===== src/rtl/bin_bcd_conv.sv =====
// Sequential binary <-> packed-BCD converter.
// Mode 0 runs shift-and-add-3 (double dabble) and mode 1 runs shift-and-subtract-3
// (reverse dabble). Both modes take W shift cycles plus one DONE cycle.
module bin_bcd_conv #(
  parameter int unsigned W      = 8,
  parameter int unsigned DIGITS = 3
) (
  input  logic                  clk,
  input  logic                  rst,
  input  logic                  start,
  input  logic                  mode,
  input  logic [4*DIGITS-1:0]   in_data,
  output logic                  busy,
  output logic                  done,
  output logic [4*DIGITS-1:0]   out_data,
  output logic                  err
);

  localparam int unsigned BW = 4 * DIGITS;
  localparam int unsigned SW = BW + W;
  localparam int unsigned CW = (W < 2) ? 1 : $clog2(W + 1);

  typedef enum logic [1:0] {StIdle, StShift, StDone} state_e;

  state_e          state_q;
  logic [SW-1:0]   scr_q;      // {bcd field, binary field}
  logic [SW-1:0]   scr_step;
  logic [CW-1:0]   cnt_q;
  logic            mode_q;
  logic            invalid_q;
  logic            busy_q;
  logic            done_q;
  logic [BW-1:0]   out_data_q;
  logic            err_q;
  logic            in_digit_bad;
  logic [BW-1:0]   bin_ext;

  // Flag any packed input digit above 9.
  always_comb begin
    in_digit_bad = 1'b0;
    for (int i = 0; i < DIGITS; i++) begin
      if (in_data[4*i +: 4] > 4'd9) in_digit_bad = 1'b1;
    end
  end

  // One dabble step on the scratch register; digit arithmetic wraps modulo 16.
  always_comb begin
    scr_step = scr_q;
    if (!mode_q) begin
      for (int i = 0; i < DIGITS; i++) begin
        if (scr_step[W+4*i +: 4] >= 4'd5) scr_step[W+4*i +: 4] = scr_step[W+4*i +: 4] + 4'd3;
      end
      scr_step = scr_step << 1;
    end else begin
      scr_step = scr_step >> 1;
      for (int i = 0; i < DIGITS; i++) begin
        if (scr_step[W+4*i +: 4] >= 4'd8) scr_step[W+4*i +: 4] = scr_step[W+4*i +: 4] - 4'd3;
      end
    end
  end

  // Binary field of the final step, zero-extended to the output width.
  always_comb begin
    bin_ext        = '0;
    bin_ext[W-1:0] = scr_step[W-1:0];
  end

  // Control FSM with registered handshake and result outputs.
  always_ff @(posedge clk) begin
    if (rst) begin
      state_q    <= StIdle;
      scr_q      <= '0;
      cnt_q      <= '0;
      mode_q     <= 1'b0;
      invalid_q  <= 1'b0;
      busy_q     <= 1'b0;
      done_q     <= 1'b0;
      out_data_q <= '0;
      err_q      <= 1'b0;
    end else begin
      unique case (state_q)
        StIdle: begin
          if (start) begin
            mode_q    <= mode;
            invalid_q <= mode & in_digit_bad;
            // Operand goes straight into the field it is consumed from; the other field is cleared.
            scr_q     <= mode ? {in_data, {W{1'b0}}} : {{BW{1'b0}}, in_data[W-1:0]};
            cnt_q     <= CW'(W);
            busy_q    <= 1'b1;
            state_q   <= StShift;
          end
        end
        StShift: begin
          scr_q <= scr_step;
          cnt_q <= cnt_q - 1'b1;
          if (cnt_q == CW'(1)) begin
            state_q    <= StDone;
            done_q     <= 1'b1;
            out_data_q <= mode_q ? bin_ext : scr_step[SW-1:W];
            // Leftover BCD after W right shifts means the value did not fit in W bits.
            err_q      <= mode_q & (invalid_q | (|scr_step[SW-1:W]));
          end
        end
        StDone: begin
          done_q  <= 1'b0;
          busy_q  <= 1'b0;
          state_q <= StIdle;
        end
        default: state_q <= StIdle;
      endcase
    end
  end

  assign busy     = busy_q;
  assign done     = done_q;
  assign out_data = out_data_q;
  assign err      = err_q;

endmodule

===== config.mk =====
export PLATFORM = sky130hd
export DESIGN_NAME = bin_bcd_conv
export DESIGN_NICKNAME = d
export VERILOG_FILES = /design/src/rtl/bin_bcd_conv.sv
export SDC_FILE = /design/constraint.sdc
export NUM_CORES = 1
export LEC_CHECK = 0
export BUFFER_PORTS_ARGS = -buffer_cell sky130_fd_sc_hd__buf_2
export CAP_MARGIN = 20
export CORE_MARGIN = 2
export CORE_UTILIZATION = 50
export CTS_CLUSTER_DIAMETER = 50
export DETAILED_ROUTE_END_ITERATION = 6
export PLACE_DENSITY = 0.7
export SLEW_MARGIN = 20
export SYNTH_ARGS = -nofsm -noshare
export SYNTH_HDL_FRONTEND = slang
export SYNTH_SLANG_ARGS = --single-unit
export TNS_END_PERCENT = 100

===== constraint.sdc =====
create_clock -name clk -period 2.5 [get_ports clk]
set_input_delay 0.25 -clock clk [delete_from_list [all_inputs] [get_ports clk]]
set_output_delay 0.25 -clock clk [all_outputs]
set_load 0.005 [all_outputs]

== Word level (Yosys, flattened, before mapping) ==
Index checks and enable logic that the tools add are counted.
Storage, ports and cells
  register bits: 43
  input bits: 16
  output and inout bits: 15
  logic and storage cells: 67
Cells by class
  $add $sub $neg: 7
  $lt $le $gt $ge: 9
  equal/unequal tests: 5
  mux-type cells: 23
  bitwise gates (word level): 3
  reductions and logical operators: 11
Operators with widths (number)
  $mux 20: 3
  $pmux 20 s2: 1
  $mux 4: 6
  $ge 4x3->1 const B: 3
  $gt 4x4->1 const B: 3
  $mux 12: 1
  $reduce_and 2->1: 6
  $reduce_or 12->1: 1
  $add 4x2->4 const B: 2
  $ge 4x4->1 const B: 2
  $pmux 4 s2: 1
  $sub 4x2->4 const B: 2
  $reduce_bool 2->1: 3
  $mux 1: 5
  $eq 4x1->1 const B: 1
  $ge 3x4->1 const B: 1
  $mux 2: 2
  $ne 2x2->1 const B: 2
  $pmux 1 s2: 2
  $pmux 2 s2: 1
  $sub 3x2->4 const B: 1
  $sub 4x1->4 const B: 1
  $add 3x2->3 const B: 1
  $mux 3: 1
  other kinds (5): 6

== Longest topological paths before layout ==
Gate-level depths: netlist of run 1.
  depth after elaboration: 6
  gate-level depth with buffers: 9
  gate-level depth less buffers: 8

== Least setup slack after synthesis of run 1 ==
OpenSTA, ideal clock, no wires.
  kind: register -> register
  start point: reg scr_q[16]
  end point: reg err_q, in the netlist err
  setup time: 0.123 ns
  arrival time: 1.854 ns
  required time: 2.377 ns
  path slack: 0.523 ns
  stages on the path, launching flop included: 10
  buffers on the path: 1
  clock period less this slack: 1.977 ns
  path through: dfxtp_1 -> buf_4 -> inv_1 -> ha_1 -> nand2b_1 -> a21o_1 -> nand3b_1 -> a311oi_1 -> a41oi_1 -> a311o_2
Between the ends
  cells in the longest elaborated chain, start to end: 6
  elaborated cells between the ends (all ways): 10
  those cells by class: add/sub: 2; order compare: 2; mux: 3; bitwise: 2; reduce/logical: 1
Ends and longest elaborated chain
  start: declaration: RTL line 26  | logic [SW-1:0] scr_q;
  start signal: assignment: RTL line 87  | scr_q <= mode ? {in_data, {W{1'b0}}} : {{BW{1'b0}}, in_data[W-1:0]};
  start signal: assignment: RTL line 94  | scr_q <= scr_step;
  $sub 4x2->4 (tied with other cells): RTL line 57  | if (scr_step[W+4*i +: 4] >= 4'd8) scr_step[W+4*i +: 4] = scr_step[W+4*i +: 4] - 4'd3;
  $mux 4 or $mux 3 (tied branches): RTL line 57, 51
  $mux 20 (*): RTL line 49  | if (!mode_q) begin
  $reduce_or 12->1 (*): RTL line 101  | err_q <= mode_q & (invalid_q | (|scr_step[SW-1:W]));
  $or 1x1->1 (*): RTL line 101
  $and 1x1->1 (*): RTL line 101
  end signal: assignment: RTL line 101
  end: declaration: RTL line 34  | logic err_q;
Every way passes the cells marked *; elsewhere a longest branch is shown, timed or not.
A chain may end at the register's enable or synchronous reset.

== Worst setup path after layout of run 1 ==
Same ends and word-level chain as after synthesis.

==> results of run 1 <==
-- worst register-to-register path, cell delays in order (launching register included) --
cell and delay [ps]:
dfxtp_1 570, inv_1 120, ha_1 240, nand2b_1 100, a21o_1 220, nand3b_1 130
a311oi_1 290, a41oi_1 150, a311o_2 370
-- stage by stage --
step / hold slack (ps) / setup WS, ps / util [%] / power [mW] / instances
finish: 224 / 223 / 59.1 / 1.54 / 418
global route: 249 / 83.7 / 59.1 / 1.63 / 418
CTS: 215 / 240 / 59.1 / 1.55 / 418
detailed placement: 448 / 270 / 57.3 / 1.12 / 410
global placement: 444 / 344 / 57.3 / 1.12 / 410
floorplan: 388 / 523 / - / 1.02 / 324
-- layout by cell type (no fill, tap or decap), types with 7 or more instances in the layout --
master    instances
mux2i_1          10
a21oi_1          36
inv_1            13
nand3_1          12
buf_2            30
ha_1             14
a211oi_1          7
buf_4            11
nor2_1           44
nand2b_1          9
dfxtp_1          42
a222oi_1          8
o21ai_0          20
nand2_1          22
-- flip-flops by register name, indices dropped and copies added (netlist names) --
| name | count |
|---|---|
| out_data | 12 |
| busy | 1 |
| invalid_q | 1 |
| scr_q | 20 |
| cnt_q | 4 |
| state_q | 2 |
| mode_q | 1 |
| done | 1 |
| err | 1 |
-- area by class of cell --
cell class / count / area share, %
Timing Repair Buffer: 41 / 8.18
Inverter: 15 / 1.98
Clock inverter: 2 / 0.440
Clock buffer: 6 / 2.55
Tap cell: 67 / 2.95
Multi-Input combinational cell: 244 / 53.6
Sequential cell: 43 / 30.3
-- final timing paths --
| kind | from | end | slack [ps] |
|---|---|---|---|
| max | scr_q[16]$_SDFFE_PP0P_ | err$_SDFFE_PP0P_ | 220 |
| min | in_data[2] | scr_q[2]$_SDFFE_PP0P_ | 220 |
| max reg2reg | scr_q[16]$_SDFFE_PP0P_ | err$_SDFFE_PP0P_ | 220 |
| min reg2reg | out_data[11]$_SDFFE_PP0P_ | out_data[11]$_SDFFE_PP0P_ | 450 |
-- layer usage --
| metal | vias up | track usage [%] |
|---|---|---|
| li1 | 1216 | - |
| met1 | 1142 | 30.5 |
| met2 | 79 | 38.7 |
| met3 | 6 | 5.56 |
| met4 | 0 | 3.51 |
| met5 | - | 0 |
-- cells in the mapped netlist, drive strengths merged, types with 6 or more instances --
master | count | area [um2]
a211oi | 7 | 52.6
a21oi | 36 | 180
a222oi | 8 | 80.1
a22oi | 6 | 50.1
buf | 10 | 58.8
clkbuf | 12 | 45.0
dfxtp | 43 | 861
ha | 14 | 175
inv | 15 | 56.3
mux2i | 10 | 100
nand2 | 22 | 82.6
nand2b | 9 | 56.3
nand3 | 12 | 60.1
nor2 | 44 | 165
o21ai | 20 | 100
-- where the power goes --
part	switching, mW	total, mW	leakage (nW)	internal (mW)
Sequential	0.0537	0.774	0.351	0.720
Combinational	0.197	0.334	0.677	0.137
Clock	0.240	0.436	0.0412	0.196
-- cells by family after synthesis --
family | share of synthesized area (%)
XOR/XNOR | 1.72
multiplexers | 4.37
buffers and inverters | 6.29
AO/OA/AOI/OAI | 24.7
adder cells (fa/ha/maj) | 6.88
flip-flops | 33.8
AND/OR/NAND/NOR | 22.2
==> summary.md, run 1 <==
| Metric | Value |
|---|---|
| Status | `complete, no violations` |
| Post-DRT Antenna Nets | `0` |
| Setup Skew | `8.03 ps` |
| Critical-path top delay cell | `dfxtp_1` |
| CP startpoint kind | `flip-flop` |
| Final setup viols | `0` |
| Synth Instances | `324` |
| Post-layout min period | `2280 ps` |
| Vias in the first global route | `2,099` |
| Min-delay worst type | `in -> reg` |
| Least-Margin Pin Slew | `approximately 540 ps` |
| Routability Congestion | `1.02` |
| DR vias/cell | `5.84` |
| Total clock sinks | `43` |
| Final Cycle Share | `91.1%` |
| Clock-pin slew on the worst setup and hold paths | `90 ps` |
| Post-CTS Resized | `0` |
| Register area | `between 800 and 900 um2` |
| Worst Path Required | `2690 ps` |
| CP Depth | `8` |
| Hold Path Stages | `3` |
| Mapped cell area | `about 2500 um2` |
| Synth unique cells | `47` |
| Diodes inserted | `0` |
| CTS Root Cell | `clkbuf_8` |
| Leakage | `around 1.1 nW` |
| Detailed-route DRC error count | `0` |
| Share of post-route cells with drive strength above 1 | `16.8%` |
| Relative slew slack | `63.8%` |
| 1st-pass router iterations | `5` |
| Total Routing Usage GR | `22.9%` |
| Post-synth EDFFs | `0` |
| FP Rows | `25` |
| Critical-path cell list | `inv_1, ha_1, nand2b_1, a21o_1, nand3b_1, a311oi_1, a41oi_1, a311o_2` |
| Iteration-0 DRC Markers | `194` |
| Met2 routed WL | `3.02 mm` |
| Initial antenna violation count | `0` |
| Max capacitance violation total | `0` |
| Hold Violations, Final | `0` |
| DP Wirelength | `4.65 mm` |
| Synth Register Bits | `43` |
| CP endpoint kind | `flip-flop` |
| WL final | `around 6.4 mm` |
| Asr flop ratio synth | `0%` |
| Total grt overflow | `0` |
| Critical path peak fanout | `12` |
| Synthesized Nets | `354` |
| Power per standard cell area | `542 nW/um2` |
| Largest net degree at the start of global routing | `41` |
| Metal-1 WL | `2.95 mm` |
| CP top delay family | `compound AO/OA/AOI/OAI gates` |
| Bufs and invs on worst path | `1` |
| Met3 WL | `between 300 and 400 um` |
| Max Freq | `439 MHz` |
| Fin area | `between 2000 and 3000 um2` |
| DR WL/cell | `about 15 um` |
| Total core area | `4820 um2` |
| Fin. max-slew vios | `0` |
| Total die area | `approximately 5700 um2` |
| Initial Util | `between 50% and 60%` |
| Die X | `75.4 um` |
| Top sig layer | `met4` |
| Maximum VDD drop | `between 0.5 and 0.6 mV` |
| Reg2reg path depth | `8` |
| Multi-input logic area | `1530 um2` |
| Clk buf depth | `2` |
| Number of buffers added on ports | `30` |
| First-pass GRT wire length | `10.0 mm` |
| Top_reg_cell synth | `dfxtp_1` |
| Max H-tree Level | `2` |
| Area grow syn2layout | `11.7%` |
| Die height | `75.4 um` |
| Ports | `31` |
| Post-CTS Setup Inserts | `0` |
| CP Class | `reg -> reg` |
| Setup TNS | `0 ps` |
| Fillers | `~470` |
| Num CTS Buffers | `5` |
| Worst skew pair latency | `between 200 and 300 ps` |
| TritonCTS clock tree | `yes` |
| Syn_area_per_cell | `slightly below 8 um2` |
| Slowest stage delay, CP | `570 ps` |
| CTS Hold Buffers Added | `0` |
| Via count | `~2,400` |
| Sequential share of the synthesized area | `between 30% and 40%` |
| Nets | `380` |
| Critical Path AT | `2460 ps` |
| Number of synthesis warnings | `0` |
| Unrepaired setup endpoints after global routing | `no` |
| Area after DPL | `2760 um2` |
Note: power is estimated with default switching activity, not from simulation.
==> inputs of run 2 (changes only) <==
--- a/config.mk
+++ b/config.mk
@@ -5,13 +5,14 @@
 export SDC_FILE = /design/constraint.sdc
 export NUM_CORES = 1
 export LEC_CHECK = 0
+export ABC_CLOCK_PERIOD_IN_PS = 1900
 export BUFFER_PORTS_ARGS = -buffer_cell sky130_fd_sc_hd__buf_2
 export CAP_MARGIN = 20
 export CORE_MARGIN = 2
 export CORE_UTILIZATION = 50
 export CTS_CLUSTER_DIAMETER = 50
 export DETAILED_ROUTE_END_ITERATION = 6
-export PLACE_DENSITY = 0.7
+export PLACE_DENSITY = 0.73
 export SLEW_MARGIN = 20
 export SYNTH_ARGS = -nofsm -noshare
 export SYNTH_HDL_FRONTEND = slang
==> constraint.sdc (replaced) <==
create_clock -name clk -period 1.9 [get_ports clk]
set_input_delay 0.19 -clock clk [delete_from_list [all_inputs] [get_ports clk]]
set_output_delay 0.19 -clock clk [all_outputs]
set_load 0.005 [all_outputs]
==> summary.md, run 2 (synthesis results as in run 1) <==
| Metric | Value |
|---|---|
| Status | `complete, no violations` |
| WL final | `7.29 mm` |
| Initial Util | `between 50% and 60%` |
| Worst skew pair latency | `roughly 300 ps` |
| Power per standard cell area | `between 700 and 800 nW/um2` |
| Most frequent cells in the layout | `buf_4, nor2_1, dfxtp_1` |
| Initial antenna violation count | `0` |
| Setup Skew | `~9.0 ps` |
| Final setup viols | `0` |
| Detailed-route DRC error count | `0` |
| Critical path peak fanout | `3` |
| TritonCTS clock tree | `yes` |
| Number of buffers added on ports | `30` |
| Final WS setup | `17.2 ps` |
| Fin area | `3330 um2` |
| CP startpoint kind | `flip-flop` |
| Max Freq | `531 MHz` |
| Critical Path AT | `2080 ps` |
| Post-DRT Antenna Nets | `0` |
| Post-layout min period | `1880 ps` |
| DR vias/cell | `5.89` |
| Hold Path Stages | `3` |
| Area after DPL | `3000 um2` |
| DR WL/cell | `16.2 um` |
| Iteration-0 DRC Markers | `187` |
| Critical Path Start | `scr_q[17]$_SDFFE_PP0P_` |
| CTS Root Cell | `clkbuf_8` |
| Reg2reg start | `scr_q[17]$_SDFFE_PP0P_` |
| Fin. max-slew vios | `0` |
| Via count | `between 2,000 and 3,000` |
| Worst R2R Setup Slack | `20 ps` |
| Final Cycle Share | `99.1%` |
| CP endpoint kind | `flip-flop` |
| Reg2reg path depth | `8` |
| Vias in the first global route | `about 2,500` |
| Nets | `413` |
| Largest net degree at the start of global routing | `41` |
| Fillers | `426` |
| First-pass GRT wire length | `11.5 mm` |
| Die height | `about 75 um` |
| Total clock sinks | `43` |
| Routability Congestion | `0.851` |
| Num CTS Buffers | `5` |
| Clk buf depth | `2` |
| Total grt overflow | `0` |
| Worst Path Required | `2100 ps` |
| R2r endpoint | `err$_SDFFE_PP0P_` |
| Least-Margin Pin Slew | `between 600 and 700 ps` |
| Maximum VDD drop | `0.547 mV` |
| Leakage | `1.31 nW` |
| Max reg flops | `20` |
| Clock-pin slew on the worst setup and hold paths | `90 ps` |
| Unrepaired setup endpoints after global routing | `yes` |
| Commonest non-fill, non-tap cell in the layout | `buf_4` |
| Worst Setup EP | `err$_SDFFE_PP0P_` |
| Pre-CTS setup slack | `-39.2 ps` |
| CP Class | `reg -> reg` |
| DP Wirelength | `5.06 mm` |
| Total die area | `5680 um2` |
| Ports | `31` |
| Share of post-route cells with drive strength above 1 | `33.9%` |
| Max H-tree Level | `2` |
| Die X | `75.4 um` |
| Max capacitance violation total | `0` |
| FP Rows | `25` |
| Top reg by flops | `scr_q` |
| 1st-pass router iterations | `5` |
| Diodes inserted | `0` |
| Min-delay worst type | `in -> reg` |
| Hold Violations, Final | `0` |
| Area grow syn2layout | `30.9%` |
| Relative slew slack | `57.2%` |
| Total core area | `4820 um2` |
| Total Routing Usage GR | `26.6%` |
[run 2: what timing repair did]
action | CTS | global route
pin swaps | 5 | 11
setup buffers | 2 | 2
setup endpoints to repair | 2 | 14
hold buffers | 0 | 0
resized for setup | 15 | 25
[run 2: critical path, cell delays in order, from the launching register on]
cell and delay [ps]:
dfxtp_2 360, inv_4 50, ha_4 150, nand2b_4 130, a21o_1 180, nand2b_4 150, a311oi_2 260, a41oi_2 140
a311o_2 360
[run 2: worst min-delay path by stage]
| stage | startpoint | to | slack, ps |
|---|---|---|---|
| 5_1_grt | in_data[8] | scr_q[16]$_SDFFE_PP0P_ | 160 |
| 2_1_floorplan | in_data[1] | scr_q[1]$_SDFFE_PP0P_ | 330 |
| 3_5_place_dp | out_data[3]$_SDFFE_PP0P_ | out_data[3]$_SDFFE_PP0P_ | 450 |
| 3_3_place_gp | out_data[4]$_SDFFE_PP0P_ | out_data[4]$_SDFFE_PP0P_ | 440 |
| 4_1_cts | in_data[3] | scr_q[3]$_SDFFE_PP0P_ | 150 |
| 6_report | in_data[3] | scr_q[3]$_SDFFE_PP0P_ | 150 |
[run 2: layout make-up]
type / instances / area, um2 / share of cell area (%)
Clock inverter: 2 / 60.1 / 1.80
Clock buffer: 6 / 72.6 / 2.18
Tap cell: 67 / 83.8 / 2.52
Timing Repair Buffer: 74 / 480 / 14.4
Inverter: 15 / 58.8 / 1.76
Multi-Input combinational cell: 244 / 1710 / 51.2
Sequential cell: 43 / 872 / 26.2
[run 2: metal layers]
layer / track usage (%) / part of all wire (%)
met5: 0 / 0
met2: 46.9 / 50
met4: 9.36 / 1.6
met3: 3.97 / 5.7
met1: 33.2 / 42
[run 2: report_power, final]
| part | internal, mW | switching, mW | total [mW] |
|---|---|---|---|
| clock | 0.526 | 0.329 | 0.855 |
| combinational | 0.291 | 0.334 | 0.625 |
| sequential | 0.949 | 0.0580 | 1.01 |
[run 2: stage by stage]
| stage | power (mW) | hold slack, ps | util, % | instances | setup TNS, ps |
|---|---|---|---|---|---|
| 3_5_place_dp | 1.55 | 450 | 62.3 | 439 | -39.2 |
| 2_1_floorplan | 1.35 | 328 | - | 324 | 0 |
| 4_1_cts | 2.43 | 150 | 67.0 | 449 | 0 |
| 5_1_grt | 2.59 | 157 | 69.2 | 451 | -49.6 |
| 3_3_place_gp | 1.54 | 440 | 62.3 | 439 | 0 |
| 6_report | 2.49 | 152 | 69.2 | 451 | 0 |
==> inputs of run 3 (changes only) <==
--- a/config.mk
+++ b/config.mk
@@ -8,7 +8,6 @@
 export ABC_CLOCK_PERIOD_IN_PS = 1900
 export BUFFER_PORTS_ARGS = -buffer_cell sky130_fd_sc_hd__buf_2
 export CAP_MARGIN = 20
-export CORE_MARGIN = 2
 export CORE_UTILIZATION = 50
 export CTS_CLUSTER_DIAMETER = 50
 export DETAILED_ROUTE_END_ITERATION = 6
==> summary.md, run 3 (synthesis results as in run 1) <==
| Metric | Value |
|---|---|
| Unrepaired setup endpoints after global routing | `yes` |
| TritonCTS clock tree | `yes` |
| Core Util, Final | `67.7%` |
| Comb pwr share | `about 28%` |
| Critical path peak fanout | `4` |
| Post-layout min period | `approximately 1900 ps` |
| DP Wirelength | `a little over 5 mm` |
| Initial antenna violation count | `0` |
| Setup TNS | `-7.11 ps` |
| Relative slew slack | `approximately 58%` |
| Detailed-route DRC error count | `0` |
| Power per standard cell area | `682 nW/um2` |
| Final Cycle Share | `100%` |
| Fin. max-slew vios | `0` |
| Tot Pwr | `2.22 mW` |
| Num CTS Buffers | `5` |
| Switching Fraction | `32.9%` |
| Worst R2R Setup Slack | `-7 ps` |
| Number of buffers added on ports | `30` |
| Clk pwr share | `26.6%` |
| Top reg by flops | `scr_q` |
| Min-delay worst type | `in -> reg` |
| Pre-CTS setup slack | `-28.6 ps` |
| First-pass GRT wire length | `11.6 mm` |
| CP Class | `reg -> reg` |
| Setup Skew | `6.75 ps` |
| Status | `finished, violations left` |
| CP top delay family | `simple AND/OR/NAND/NOR gates` |
| Finished Layout Cells | `450` |
| Share of post-route cells with drive strength above 1 | `32.1%` |
| Reg2reg start | `scr_q[12]$_SDFFE_PP0P_` |
| Area after DPL | `3000 um2` |
| Final WS setup | `-7.11 ps` |
| Total clock sinks | `43` |
| Hold Path Stages | `3` |
| Int Power | `~1.5 mW` |
| Iteration-0 DRC Markers | `284` |
| Clk buf depth | `2` |
| CTS Root Cell | `clkbuf_8` |
| Final setup viols | `1` |
| 1st-pass router iterations | `5` |
| Worst hold endpoint | `scr_q[3]$_SDFFE_PP0P_` |
| Hold_ws | `around 160 ps` |
| Total core area | `4820 um2` |
| CP startpoint kind | `flip-flop` |
| Nets | `412` |
| Total Routing Usage GR | `28.1%` |
| Least-Margin Pin Slew | `634 ps` |
| Slowest stage delay, CP | `500 ps` |
| Min-delay src | `in_data[3]` |
| Worst Path Required | `2140 ps` |
| Critical-path top delay cell | `or4_4` |
| Proportion of power drawn by flip-flops and latches | `45.3%` |
| Area grow syn2layout | `28.2%` |
| Die X | `73.4 um` |
| Fillers | `418` |
| Fin area | `around 3300 um2` |
| Dpl cells | `438` |
| Max H-tree Level | `2` |
| Initial Util | `52.9%` |
| Total die area | `5380 um2` |
| Clock-pin slew on the worst setup and hold paths | `approximately 90 ps` |
| DR vias/cell | `6.00` |
| Total grt overflow | `0` |
| Failing checks | `setup timing` |
| Via count | `2,698` |
| Critical Path AT | `between 2000 and 2500 ps` |
| Diodes inserted | `0` |
| CP endpoint kind | `flip-flop` |
| Max reg flops | `20` |
| DR WL/cell | `approximately 17 um` |
| Max capacitance violation total | `0` |
| Reg2reg path depth | `8` |
| CTS Hold Buffers Added | `0` |
| Vias in the first global route | `2,435` |
| Hold Violations, Final | `0` |
| Leakage | `1.27 nW` |
| Bufs and invs on worst path | `1` |
| Max Freq | `524 MHz` |
| Largest net degree at the start of global routing | `41` |
| Routability Congestion | `0.876` |
| R2r endpoint | `err$_SDFFE_PP0P_` |
| Maximum VDD drop | `0.519 mV` |
| Most frequent cells in the layout | `nor2_1, buf_4, dfxtp_1` |
| Sw Pwr | `~0.73 mW` |
| Worst skew pair latency | `300 ps` |
| Die height | `73.4 um` |
| Post-DRT Antenna Nets | `0` |
| FP Rows | `25` |
| WL final | `around 7.5 mm` |
| Ports | `31` |
| Critical-path cell list | `inv_1, ha_4, nor2b_1, or4_4, a22oi_2, nor2_1, a41oi_1, a311o_2` |
run 3: changes by cell type in the layout (fill, tap and decap cells not counted), sizes merged:
cell | previous run | this run
clkinvlp | 0 | 1
clkinv | 0 | 1
buf | 74 | 73
bufinv | 2 | 0
run 3: worst max path at each step:
stage / depth (start not counted) / slack [ps] / end / from
3_3_place_gp: 8 / 20 / err$_SDFFE_PP0P_ / scr_q[9]$_SDFFE_PP0P_
4_1_cts: 5 / 2 / scr_q[9]$_SDFFE_PP0P_ / state_q[1]$_SDFFE_PP0P_
3_5_place_dp: 8 / -30 / err$_SDFFE_PP0P_ / scr_q[12]$_SDFFE_PP0P_
6_report: 8 / -7 / err$_SDFFE_PP0P_ / scr_q[12]$_SDFFE_PP0P_
5_1_grt: 8 / -50 / err$_SDFFE_PP0P_ / scr_q[12]$_SDFFE_PP0P_
2_1_floorplan: 8 / 0.5 / err$_SDFFE_PP0P_ / scr_q[13]$_SDFFE_PP0P_
run 3: worst min-delay path: stages:
cell and delay, ps:
buf_2 100, a21oi_1 60, nor2_1 70
run 3: power groups by stage:
stage | Combinational [mW] | Clock, mW | Sequential (mW)
finish | 0.625 | 0.592 | 1.01
global route | 0.673 | 0.633 | 1.01
CTS | 0.560 | 0.588 | 1.00
detailed placement | 0.529 | 0 | 1.02
global placement | 0.519 | 0 | 1.02
floorplan | 0.342 | 0 | 1.01
run 3: timing repair:
action | CTS | global route
endpoints found under the setup margin | 1 | 17
buffers inserted | 1 | 4
pin swaps | 5 | 7
gates resized for setup | 12 | 23
run 3: per-layer routing:
metal	wire [um]	vias to the layer above	share of wire, %	track usage [%]
li1	-	1275	-	-
met3	438	14	5.8	4.94
met4	155	0	2.1	10.7
met5	0	-	0	0
met2	3670	126	49	48.1
met1	3240	1283	43	35.3
run 3: final cells by class:
type / count / area (um2) / share of cell area (%)
multi-input cells: 244 / 1690 / 51.8
flip-flops and latches: 43 / 873 / 26.8
repair buffers: 73 / 473 / 14.5
well taps: 67 / 83.8 / 2.57
clock buffers: 6 / 72.6 / 2.22
inverters: 15 / 58.8 / 1.80
clock inverters: 2 / 12.5 / 0.383
